### config.mk
export PLATFORM = sky130hd
export DESIGN_NAME = term_rx_queue_flat
export DESIGN_NICKNAME = d
export VERILOG_FILES = /design/src/rtl/term_rx_queue_if.sv /design/src/rtl/term_rx_queue.sv /design/src/flat_wrapper.sv
export SDC_FILE = /design/constraint.sdc
export NUM_CORES = 1
export LEC_CHECK = 0
export ABC_AREA = 1
export BUFFER_PORTS_ARGS = -buffer_cell sky130_fd_sc_hd__clkbuf_2
export CORE_UTILIZATION = 52
export CTS_CLUSTER_SIZE = 30
export DETAILED_ROUTE_END_ITERATION = 10
export PLACE_DENSITY_LB_ADDON = 0.3
export RECOVER_POWER = 100
export SETUP_SLACK_MARGIN = 0.1
export SLEW_MARGIN = 20
export SYNTH_ARGS = -nofsm -noshare
export SYNTH_HDL_FRONTEND = slang
export SYNTH_SLANG_ARGS = --single-unit
### constraint.sdc
create_clock -name i_clk -period 5.6 [get_ports i_clk]
set_input_delay 0.84 -clock i_clk [delete_from_list [all_inputs] [get_ports i_clk]]
set_output_delay 0.84 -clock i_clk [all_outputs]
set_load 0.02 [all_outputs]
### src/rtl/term_rx_queue_if.sv
// ============================================================================
// Module      : term_rx_queue_if
// Description : Byte-stream input and text-controller command outputs of the
//               terminal receive queue, grouped as one bundle.
// Revision    : 1.0 - initial release
// ============================================================================
`default_nettype none

interface term_rx_queue_if #(
  parameter int DEPTH_LOG2 = 4
);

  // Upstream AXI-Stream byte channel
  logic [7:0]          s_axis_tdata;
  logic                s_axis_tvalid;
  logic                s_axis_tready;

  // Downstream text-controller commands
  logic                o_putchar;
  logic                o_clearhome;
  logic [7:0]          o_char;
  logic [DEPTH_LOG2:0] o_level;

  // Side that feeds bytes and observes the commands
  modport master (
    output s_axis_tdata,
    output s_axis_tvalid,
    input  s_axis_tready,
    input  o_putchar,
    input  o_clearhome,
    input  o_char,
    input  o_level
  );

  // The queue itself
  modport slave (
    input  s_axis_tdata,
    input  s_axis_tvalid,
    output s_axis_tready,
    output o_putchar,
    output o_clearhome,
    output o_char,
    output o_level
  );

endinterface

`default_nettype wire

### src/rtl/term_rx_queue.sv
// ============================================================================
// Module      : term_rx_queue
// Description : Buffers UART receive bytes and replays them to the video text
//               controller as paced putchar / clearhome pulses. Form-feed
//               becomes clear-home, NUL bytes are dropped.
// Revision    : 1.0 - initial release
// ============================================================================
`default_nettype none

module term_rx_queue #(
  parameter int DEPTH_LOG2 = 4,
  parameter int CHAR_GAP   = 4096,
  parameter int CLEAR_GAP  = 1048576,
  parameter int GAP_W      = 21
) (
  input  wire logic       i_clk,
  input  wire logic       i_rst,
  term_rx_queue_if.slave  q
);

  localparam int                  DEPTH        = 1 << DEPTH_LOG2;
  localparam logic [DEPTH_LOG2:0] c_LEVEL_FULL = (DEPTH_LOG2 + 1)'(DEPTH);
  localparam logic [DEPTH_LOG2:0] c_LEVEL_ONE  = (DEPTH_LOG2 + 1)'(1);
  localparam logic [GAP_W-1:0]    c_CHAR_LOAD  = GAP_W'(CHAR_GAP - 1);
  localparam logic [GAP_W-1:0]    c_CLEAR_LOAD = GAP_W'(CLEAR_GAP - 1);
  localparam logic [GAP_W-1:0]    c_GAP_ONE    = GAP_W'(1);
  localparam logic [7:0]          c_BYTE_FF    = 8'h0C;
  localparam logic [7:0]          c_BYTE_NUL   = 8'h00;

  typedef enum logic [0:0] {
    S_IDLE = 1'b0,
    S_WAIT = 1'b1
  } state_t;

  // Storage and pointers
  logic [7:0]            r_mem [DEPTH];
  logic [DEPTH_LOG2-1:0] r_wr_ptr;
  logic [DEPTH_LOG2-1:0] r_rd_ptr;
  logic [DEPTH_LOG2:0]   r_level;

  // Output sequencer
  state_t                r_state;
  logic [GAP_W-1:0]      r_gap;
  logic [7:0]            r_char;
  logic                  r_putchar;
  logic                  r_clearhome;

  // Handshake decode
  logic                  w_ready;
  logic                  w_push;
  logic                  w_pop;
  logic [7:0]            w_head;

  // Ready depends only on the registered level, never on tvalid, so a pop
  // in the same cycle as a full queue does not open the door until later.
  assign w_ready = (r_level != c_LEVEL_FULL);
  assign w_push  = q.s_axis_tvalid && w_ready;
  assign w_pop   = (r_state == S_IDLE) && (r_level != '0);
  assign w_head  = r_mem[r_rd_ptr];

  assign q.s_axis_tready = w_ready;
  assign q.o_putchar     = r_putchar;
  assign q.o_clearhome   = r_clearhome;
  assign q.o_char        = r_char;
  assign q.o_level       = r_level;

  // Byte storage: written on accept, contents need no reset
  always_ff @(posedge i_clk) begin
    if (w_push) begin
      r_mem[r_wr_ptr] <= q.s_axis_tdata;
    end
  end

  // Circular-buffer pointers and fill level
  always_ff @(posedge i_clk or posedge i_rst) begin
    if (i_rst) begin
      r_wr_ptr <= '0;
      r_rd_ptr <= '0;
      r_level  <= '0;
    end else begin
      if (w_push) begin
        r_wr_ptr <= r_wr_ptr + 1'b1;
      end
      if (w_pop) begin
        r_rd_ptr <= r_rd_ptr + 1'b1;
      end
      case ({w_push, w_pop})
        2'b10:   r_level <= r_level + c_LEVEL_ONE;
        2'b01:   r_level <= r_level - c_LEVEL_ONE;
        default: r_level <= r_level;
      endcase
    end
  end

  // Decode the head byte, emit one-cycle commands and enforce the gap
  always_ff @(posedge i_clk or posedge i_rst) begin
    if (i_rst) begin
      r_state     <= S_IDLE;
      r_gap       <= '0;
      r_char      <= 8'h00;
      r_putchar   <= 1'b0;
      r_clearhome <= 1'b0;
    end else begin
      r_putchar   <= 1'b0;
      r_clearhome <= 1'b0;
      case (r_state)
        S_IDLE: begin
          if (w_pop) begin
            if (w_head == c_BYTE_FF) begin
              r_clearhome <= 1'b1;
              r_gap       <= c_CLEAR_LOAD;
              r_state     <= S_WAIT;
            end else if (w_head != c_BYTE_NUL) begin
              r_char      <= w_head;
              r_putchar   <= 1'b1;
              r_gap       <= c_CHAR_LOAD;
              r_state     <= S_WAIT;
            end
            // NUL: consumed silently, the next byte may go on the next edge
          end
        end
        S_WAIT: begin
          if (r_gap == '0) begin
            r_state <= S_IDLE;
          end else begin
            r_gap <= r_gap - c_GAP_ONE;
          end
        end
        default: begin
          r_state <= S_IDLE;
        end
      endcase
    end
  end

endmodule

`default_nettype wire

### src/flat_wrapper.sv
// flat-port wrapper written by rule: the top's interface ports become plain ports
module term_rx_queue_flat 
#(
  parameter int DEPTH_LOG2 = 4,
  parameter int CHAR_GAP   = 4096,
  parameter int CLEAR_GAP  = 1048576,
  parameter int GAP_W      = 21
)
  (i_clk, i_rst, q_s_axis_tdata, q_s_axis_tvalid, q_s_axis_tready, q_o_putchar, q_o_clearhome, q_o_char, q_o_level);
  term_rx_queue_if #(.DEPTH_LOG2(DEPTH_LOG2)) q_i ();
  input  wire logic i_clk;
  input  wire logic i_rst;
  input wire logic [$bits(q_i.s_axis_tdata)-1:0] q_s_axis_tdata;
  input wire logic [$bits(q_i.s_axis_tvalid)-1:0] q_s_axis_tvalid;
  output wire logic [$bits(q_i.s_axis_tready)-1:0] q_s_axis_tready;
  output wire logic [$bits(q_i.o_putchar)-1:0] q_o_putchar;
  output wire logic [$bits(q_i.o_clearhome)-1:0] q_o_clearhome;
  output wire logic [$bits(q_i.o_char)-1:0] q_o_char;
  output wire logic [$bits(q_i.o_level)-1:0] q_o_level;
  assign q_i.s_axis_tdata = q_s_axis_tdata;
  assign q_i.s_axis_tvalid = q_s_axis_tvalid;
  assign q_s_axis_tready = q_i.s_axis_tready;
  assign q_o_putchar = q_i.o_putchar;
  assign q_o_clearhome = q_i.o_clearhome;
  assign q_o_char = q_i.o_char;
  assign q_o_level = q_i.o_level;
  term_rx_queue #(.DEPTH_LOG2(DEPTH_LOG2), .CHAR_GAP(CHAR_GAP), .CLEAR_GAP(CLEAR_GAP), .GAP_W(GAP_W)) u_core (.i_clk(i_clk), .i_rst(i_rst), .q(q_i));
endmodule
==> results.json, run 1 <==
{
  "maxSlewViolCount": 46,
  "finalWeightedCongestion": 0.864,
  "drt_iter0_markers": 520,
  "initial_core_util": 0.539,
  "final_core_util": 0.589,
  "first_pass_iters": 8,
  "core_area_um2": 14700,
  "synth_edf_count": 128,
  "synth.top_cell.area_share": 0.485,
  "tightestPinTransition_ns": 2.21,
  "vias": 5554,
  "netlist_top_cells_area": "edfxtp_1 (49%), dfrtp_1 (14%), nand2_1 (13%)",
  "numPortBuffers": 26,
  "cts_tree": "done",
  "n_fill_cell": 1217,
  "wl_per_cell_um": 16.7,
  "syn_to_final_growth_pct": 9.24,
  "hold_buffers": 0,
  "syn_inst": 816,
  "crit_path_max_incr_delay_ns": 1.31,
  "skew_ns": 0.0115,
  "cts.repair.resized": 0,
  "peakVddDrop_mv": 0.319,
  "synth.cell_area_um2": 7920,
  "critical_path_class": "register to register",
  "maxCapViolCount": 1,
  "ys_ff_latch": 173,
  "cts_root_buf": "clkbuf_16",
  "placedCellCount": 999,
  "io_pins": 27,
  "hold_viol": 0,
  "fin_crit_ns": 3.97,
  "synth_most_common_cell": "nand2_1",
  "fin_cells": 1031,
  "fp.dieArea_um2": 15700,
  "cts_max_level": 4,
  "setup_viol": 0,
  "p_leak_nw": 3.70,
  "violations": "DRC, capacitance limit, slew limit",
  "finalWirelength_um": 17200,
  "cp_max_fo": 62,
  "hold_class": "register to register",
  "internal_power_mw": 2.29,
  "synthFlopType": "edfxtp_1",
  "grt_max_degree": 63,
  "yosys.area.top_type": "edfxtp_1",
  "fp.dieH_um": 125,
  "clk_pin_slew_ns": 0.06,
  "place_hpwl_um": 11100,
  "grt_pass1_wl_um": 27900,
  "n_antenna_cell": 0,
  "die_w_um": 125,
  "syn_area_per_cell_um2": 9.71,
  "grt_overflow": 0,
  "async_flop_share": 0.260,
  "clkPwrFrac": 0.358,
  "slowest_stage": "dfrtp_1",
  "swShare": 0.290,
  "tns_ns": 0,
  "post-cts-setup-buffers": 0,
  "combPwrFrac": 0.140,
  "antenna_found_initial": 0,
  "crit_top_cell": "nand2_1",
  "rsz0062_at_grt": "false",
  "viasPerCell": 5.39,
  "grt_pass1_vias": 5286,
  "crit_path_cell_trace": "inv_4 > nand2_1 > nand2_1 > nand2_1 > nand3_1 > nand3_1 > nand2_1 > nor2_1 > nand2_1 > o21ai_0 > buf_4 > nand2_1 > nand2_1 > nand2_1",
  "synth_common_cells": "nand2_1 (267), edfxtp_1 (128), nand3_1 (104)",
  "drc": 2,
  "cts_buffer_depth": 2,
  "cp_data_arrival_time_ns": 4.28,
  "critPathCaptureType": "register",
  "period_share": 0.709,
  "yosysSeqAreaShare": 0.627,
  "outcome": "finished with violations",
  "dp_slack_ns": 2.24,
  "relSlewSlack": -0.481,
  "ant_nets": 0,
  "p_sw_uw": 933,
  "syn-num-nets": 837,
  "setup_ws_ns": 1.63,
  "gr-usage-all-layers": 0.234,
  "max_clock_freq_ghz": 0.252,
  "num_rows": 44,
  "drive_gt1_frac": 0.0531,
  "start_kind": "register",
  "seqPwrFrac": 0.502,
  "cts_buffers": 17,
  "cts.sinks": 173,
  "post_synth_num_cell_types": 29,
  "insertion_delay_ns": 0.43,
  "fin_nets": 855,
  "crit_required_ns": 5.91,
  "cellPowerDensity_nw_per_um2": 372,
  "ys_warn_count": 0
}
==> power groups by stage <==
stage / logic (mW) / registers, mW / clock network (mW)
CTS: 0.459 / 1.62 / 1.17
finish: 0.452 / 1.62 / 1.15
floorplan: 0.313 / 1.64 / 0
global placement: 0.446 / 1.64 / 0
detailed placement: 0.456 / 1.64 / 0
global route: 0.510 / 1.63 / 1.22
==> flip-flops by register name, summed over array words and instances, names as in the netlist <==
register,count
u_core.r_mem,128
u_core.q.o_putchar,1
u_core.q.o_level,5
u_core.r_gap,21
u_core.r_wr_ptr,4
u_core.r_state,1
u_core.q.o_char,8
u_core.q.o_clearhome,1
u_core.r_rd_ptr,4
==> worst max-delay path, delay by kind of cell, from the launching register on <==
kind / cells / cell delay (ns)
flops: 1 / 1.31
buf+inv: 2 / 0.84
simple gates: 11 / 1.51
compound gates: 1 / 0.16
==> metrics by stage <==
step	cell area (µm²)	hold WS, ns	power, mW
after detailed placement	8120	0.471	2.10
after floorplan	7920	0.496	1.95
after CTS	8700	0.488	3.24
after global routing	8650	0.509	3.36
after global placement	8120	0.461	2.08
final	8650	0.476	3.22
==> logic make-up (layout without fill, tap and decap cells) <==
| logic type | count (synthesis) | after routing | synth area share |
|---|---|---|---|
| compound gates | 36 | 36 | 0.0270 |
| xor+xnor | 21 | 21 | 0.0232 |
| fa+ha+maj | 10 | 10 | 0.0158 |
| buf+inv | 120 | 151 | 0.0662 |
| flops | 173 | 173 | 0.627 |
| simple gates | 456 | 456 | 0.240 |
==> worst paths after layout <==
kind	cells past startpoint	startpoint	slack [ns]	to
setup / recovery	14	u_core.r_rd_ptr[0]$_DFFE_PP0P_	1.63	u_core.r_gap[15]$_DFFE_PP0P_
min in group asynchronous	2	i_rst	0.98	u_core.r_gap[13]$_DFFE_PP0P_
hold reg to reg	2	u_core.q.o_char[5]$_DFFE_PP0P_	0.48	u_core.q.o_char[5]$_DFFE_PP0P_
max in group asynchronous	2	i_rst	3.62	u_core.r_gap[20]$_DFFE_PP0P_
hold / removal	2	u_core.q.o_char[5]$_DFFE_PP0P_	0.48	u_core.q.o_char[5]$_DFFE_PP0P_
setup reg to reg	14	u_core.r_rd_ptr[0]$_DFFE_PP0P_	1.63	u_core.r_gap[15]$_DFFE_PP0P_
==> cell usage in the layout, fill, tap and decap left out, types with 10 or more instances in the layout <==
| cell type | synthesis | layout |
|---|---|---|
| nand2_1 | 267 | 268 |
| ha_1 | 10 | 10 |
| inv_1 | 85 | 84 |
| dfrtp_1 | 45 | 45 |
| edfxtp_1 | 128 | 128 |
| nor2_1 | 63 | 64 |
| clkbuf_16 | 0 | 17 |
| clkbuf_1 | 3 | 25 |
| xor2_1 | 15 | 15 |
| o21ai_0 | 23 | 24 |
| nand3_1 | 104 | 105 |
==> area by class of cell <==
class                   count  area (µm²)  area share
inverters                  91         345      0.0399
flip-flops and latches    173        4970       0.574
multi-input cells         523        2410       0.278
repair buffers             28         115      0.0133
clock buffers              18         429      0.0496
clock inverters            14         155      0.0179
well taps                 184         230      0.0266
==> per-layer routing <==
layer | track usage | wire length (µm) | part of all wire | up-vias
met5 | 0 | 0 | 0 | -
met4 | 0.0789 | 280 | 0.016 | 0
met3 | 0.0569 | 1200 | 0.070 | 25
met2 | 0.370 | 8150 | 0.47 | 184
met1 | 0.317 | 7590 | 0.44 | 2644
li1 | - | - | - | 2701
Note: power is estimated with default switching activity, not from simulation.
==> run 2, diff against run 1 <==
==> constraint.sdc (replaced) <==
create_clock -name i_clk -period 3.28 [get_ports i_clk]
set_input_delay 0.492 -clock i_clk [delete_from_list [all_inputs] [get_ports i_clk]]
set_output_delay 0.492 -clock i_clk [all_outputs]
set_load 0.02 [all_outputs]
==> run 2 against run 1 <==
  * The flow still finishes with violations (DRC, capacitance limit, slew limit)
  * Sequential share of layout area fell by 0.15 points
  * Clock skew rose by 0.0023 ns
  * Register-to-register slack got worse by 1.1 ns
  * Sequential cell count did not move
  * Worst hold slack got worse by 0.036 ns
  * First-iteration DRC count fell by 1.2%
  * Critical path depth fell by 3
  * Wire length fell by 2.4%
  * Non-clock buffer count rose by 5
  * Power rose by 70%
  * Critical path type unchanged
  * Critical endpoint is now u_core.r_gap[10]$_DFFE_PP0P_
==> results.json, run 2 (synthesis gave the netlist of run 1 again) <==
{
  "start_kind": "register",
  "io_pins": 27,
  "hold_class": "input port to register",
  "drc": 2,
  "cts_tree": "done",
  "outcome": "finished with violations",
  "multi_input_area_um2": 2420,
  "grt_pass1_wl_um": 27200,
  "cts_buffer_depth": 2,
  "drt_iter0_markers": 514,
  "post-cts-setup-buffers": 0,
  "initial_core_util": 0.539,
  "peakVddDrop_mv": 0.495,
  "hold_viol": 0,
  "drive_gt1_frac": 0.0599,
  "relSlewSlack": -0.146,
  "grt_overflow": 0,
  "numPortBuffers": 26,
  "largest_reg_flops": 128,
  "cellPowerDensity_nw_per_um2": 631,
  "setup_ws_ns": 0.502,
  "ant_nets": 0,
  "fin_nets": 860,
  "tns_ns": 0,
  "p_leak_nw": 3.74,
  "viasPerCell": 5.34,
  "max_clock_freq_ghz": 0.360,
  "n_fill_cell": 1212,
  "wl_per_cell_um": 16.2,
  "finalWeightedCongestion": 0.881,
  "skew_ns": 0.0138,
  "antenna_found_initial": 0,
  "grt_max_degree": 70,
  "dp_slack_ns": 0.673,
  "critPathCaptureType": "register",
  "cts_max_level": 4,
  "rsz0062_at_grt": "false",
  "clk_pin_slew_ns": 0.07,
  "cp_data_arrival_time_ns": 3.06,
  "cp_max_fo": 69,
  "hold_buffers": 0,
  "insertion_delay_ns": 0.43,
  "die_w_um": 125,
  "final_cell_mix": "nand2_1 (267), edfxtp_1 (128), nand3_1 (105)",
  "period_share": 0.847,
  "n_antenna_cell": 0,
  "cts_root_buf": "clkbuf_16",
  "mostFrequentLayoutCell": "nand2_1",
  "maxCapViolCount": 1,
  "core_area_um2": 14700,
  "violations": "DRC, capacitance limit, slew limit",
  "maxSlewViolCount": 46,
  "largest-register": "u_core.r_mem",
  "cts.repair.resized": 0,
  "place_hpwl_um": 10700,
  "critical_path_class": "register to register",
  "vias": 5531,
  "gr-usage-all-layers": 0.228,
  "seq_area_um2": 4970,
  "first_pass_iters": 8,
  "syn_to_final_growth_pct": 9.56,
  "fp.dieArea_um2": 15700,
  "total_power_mw": 5.47,
  "num_rows": 44,
  "finalWirelength_um": 16800,
  "cts_buffers": 17,
  "grt_pass1_vias": 5283,
  "fp.dieH_um": 125,
  "tightestPinTransition_ns": 1.72,
  "crit_required_ns": 3.56,
  "setup_viol": 0,
  "fin_crit_ns": 2.78,
  "cts.sinks": 173
}
## run 2: path summary, 6_finish.rpt
path,start,slack (ns),cells after the start,to
max reg2reg,u_core.r_rd_ptr[0]$_DFFE_PP0P_,0.50,11,u_core.r_gap[10]$_DFFE_PP0P_
min in group asynchronous,i_rst,0.57,2,u_core.r_gap[5]$_DFFE_PP0P_
max in group asynchronous,i_rst,1.57,2,u_core.r_rd_ptr[0]$_DFFE_PP0P_
min,q_s_axis_tvalid,0.44,3,u_core.r_wr_ptr[0]$_DFFE_PP0P_
max,u_core.r_rd_ptr[0]$_DFFE_PP0P_,0.50,11,u_core.r_gap[10]$_DFFE_PP0P_
min reg2reg,u_core.q.o_char[6]$_DFFE_PP0P_,0.48,2,u_core.q.o_char[6]$_DFFE_PP0P_
## run 2: stage by stage
step / utilization / cells / hold WS [ns] / cell area, µm²
floorplan: - / 816 / 0.496 / 7920
CTS: 0.593 / 1036 / 0.292 / 8720
finish: 0.590 / 1036 / 0.440 / 8680
detailed placement: 0.555 / 1004 / 0.467 / 8160
global route: 0.590 / 1036 / 0.476 / 8680
global placement: 0.555 / 1004 / 0.463 / 8160
## run 2: critical path, stage by stage, from the launching register on
cell,delay [ns]
dfrtp_2,0.38
buf_4,0.60
nand2_1,0.14
nand3_1,0.12
nand3_1,0.13
nand3_1,0.12
nand2_1,0.14
nor2_1,0.17
nand2_1,0.12
o21ai_2,0.16
clkbuf_2,0.38
o211ai_1,0.16
## run 2: cell type report
cell class                      instances  share of cell area
Sequential cell                       173               0.573
Multi-Input combinational cell        523               0.279
Clock buffer                           21              0.0531
Inverter                               91              0.0396
Tap cell                              184              0.0265
Timing Repair Buffer                   33              0.0169
Clock inverter                         11              0.0123
## run 2: layer usage
layer	wire (µm)	share of wire	GRT usage	vias up
met5	0	0	0	-
met4	364	0.022	0.0918	0
met3	1110	0.066	0.0522	33
met2	7940	0.47	0.360	221
met1	7380	0.44	0.305	2569
li1	-	-	-	2708
## run 2: power breakdown
part           switching [mW]  internal [mW]  leakage (nW)
Clock                   0.851           1.09         0.276
Combinational           0.570          0.217          1.77
Sequential              0.126           2.62          1.70
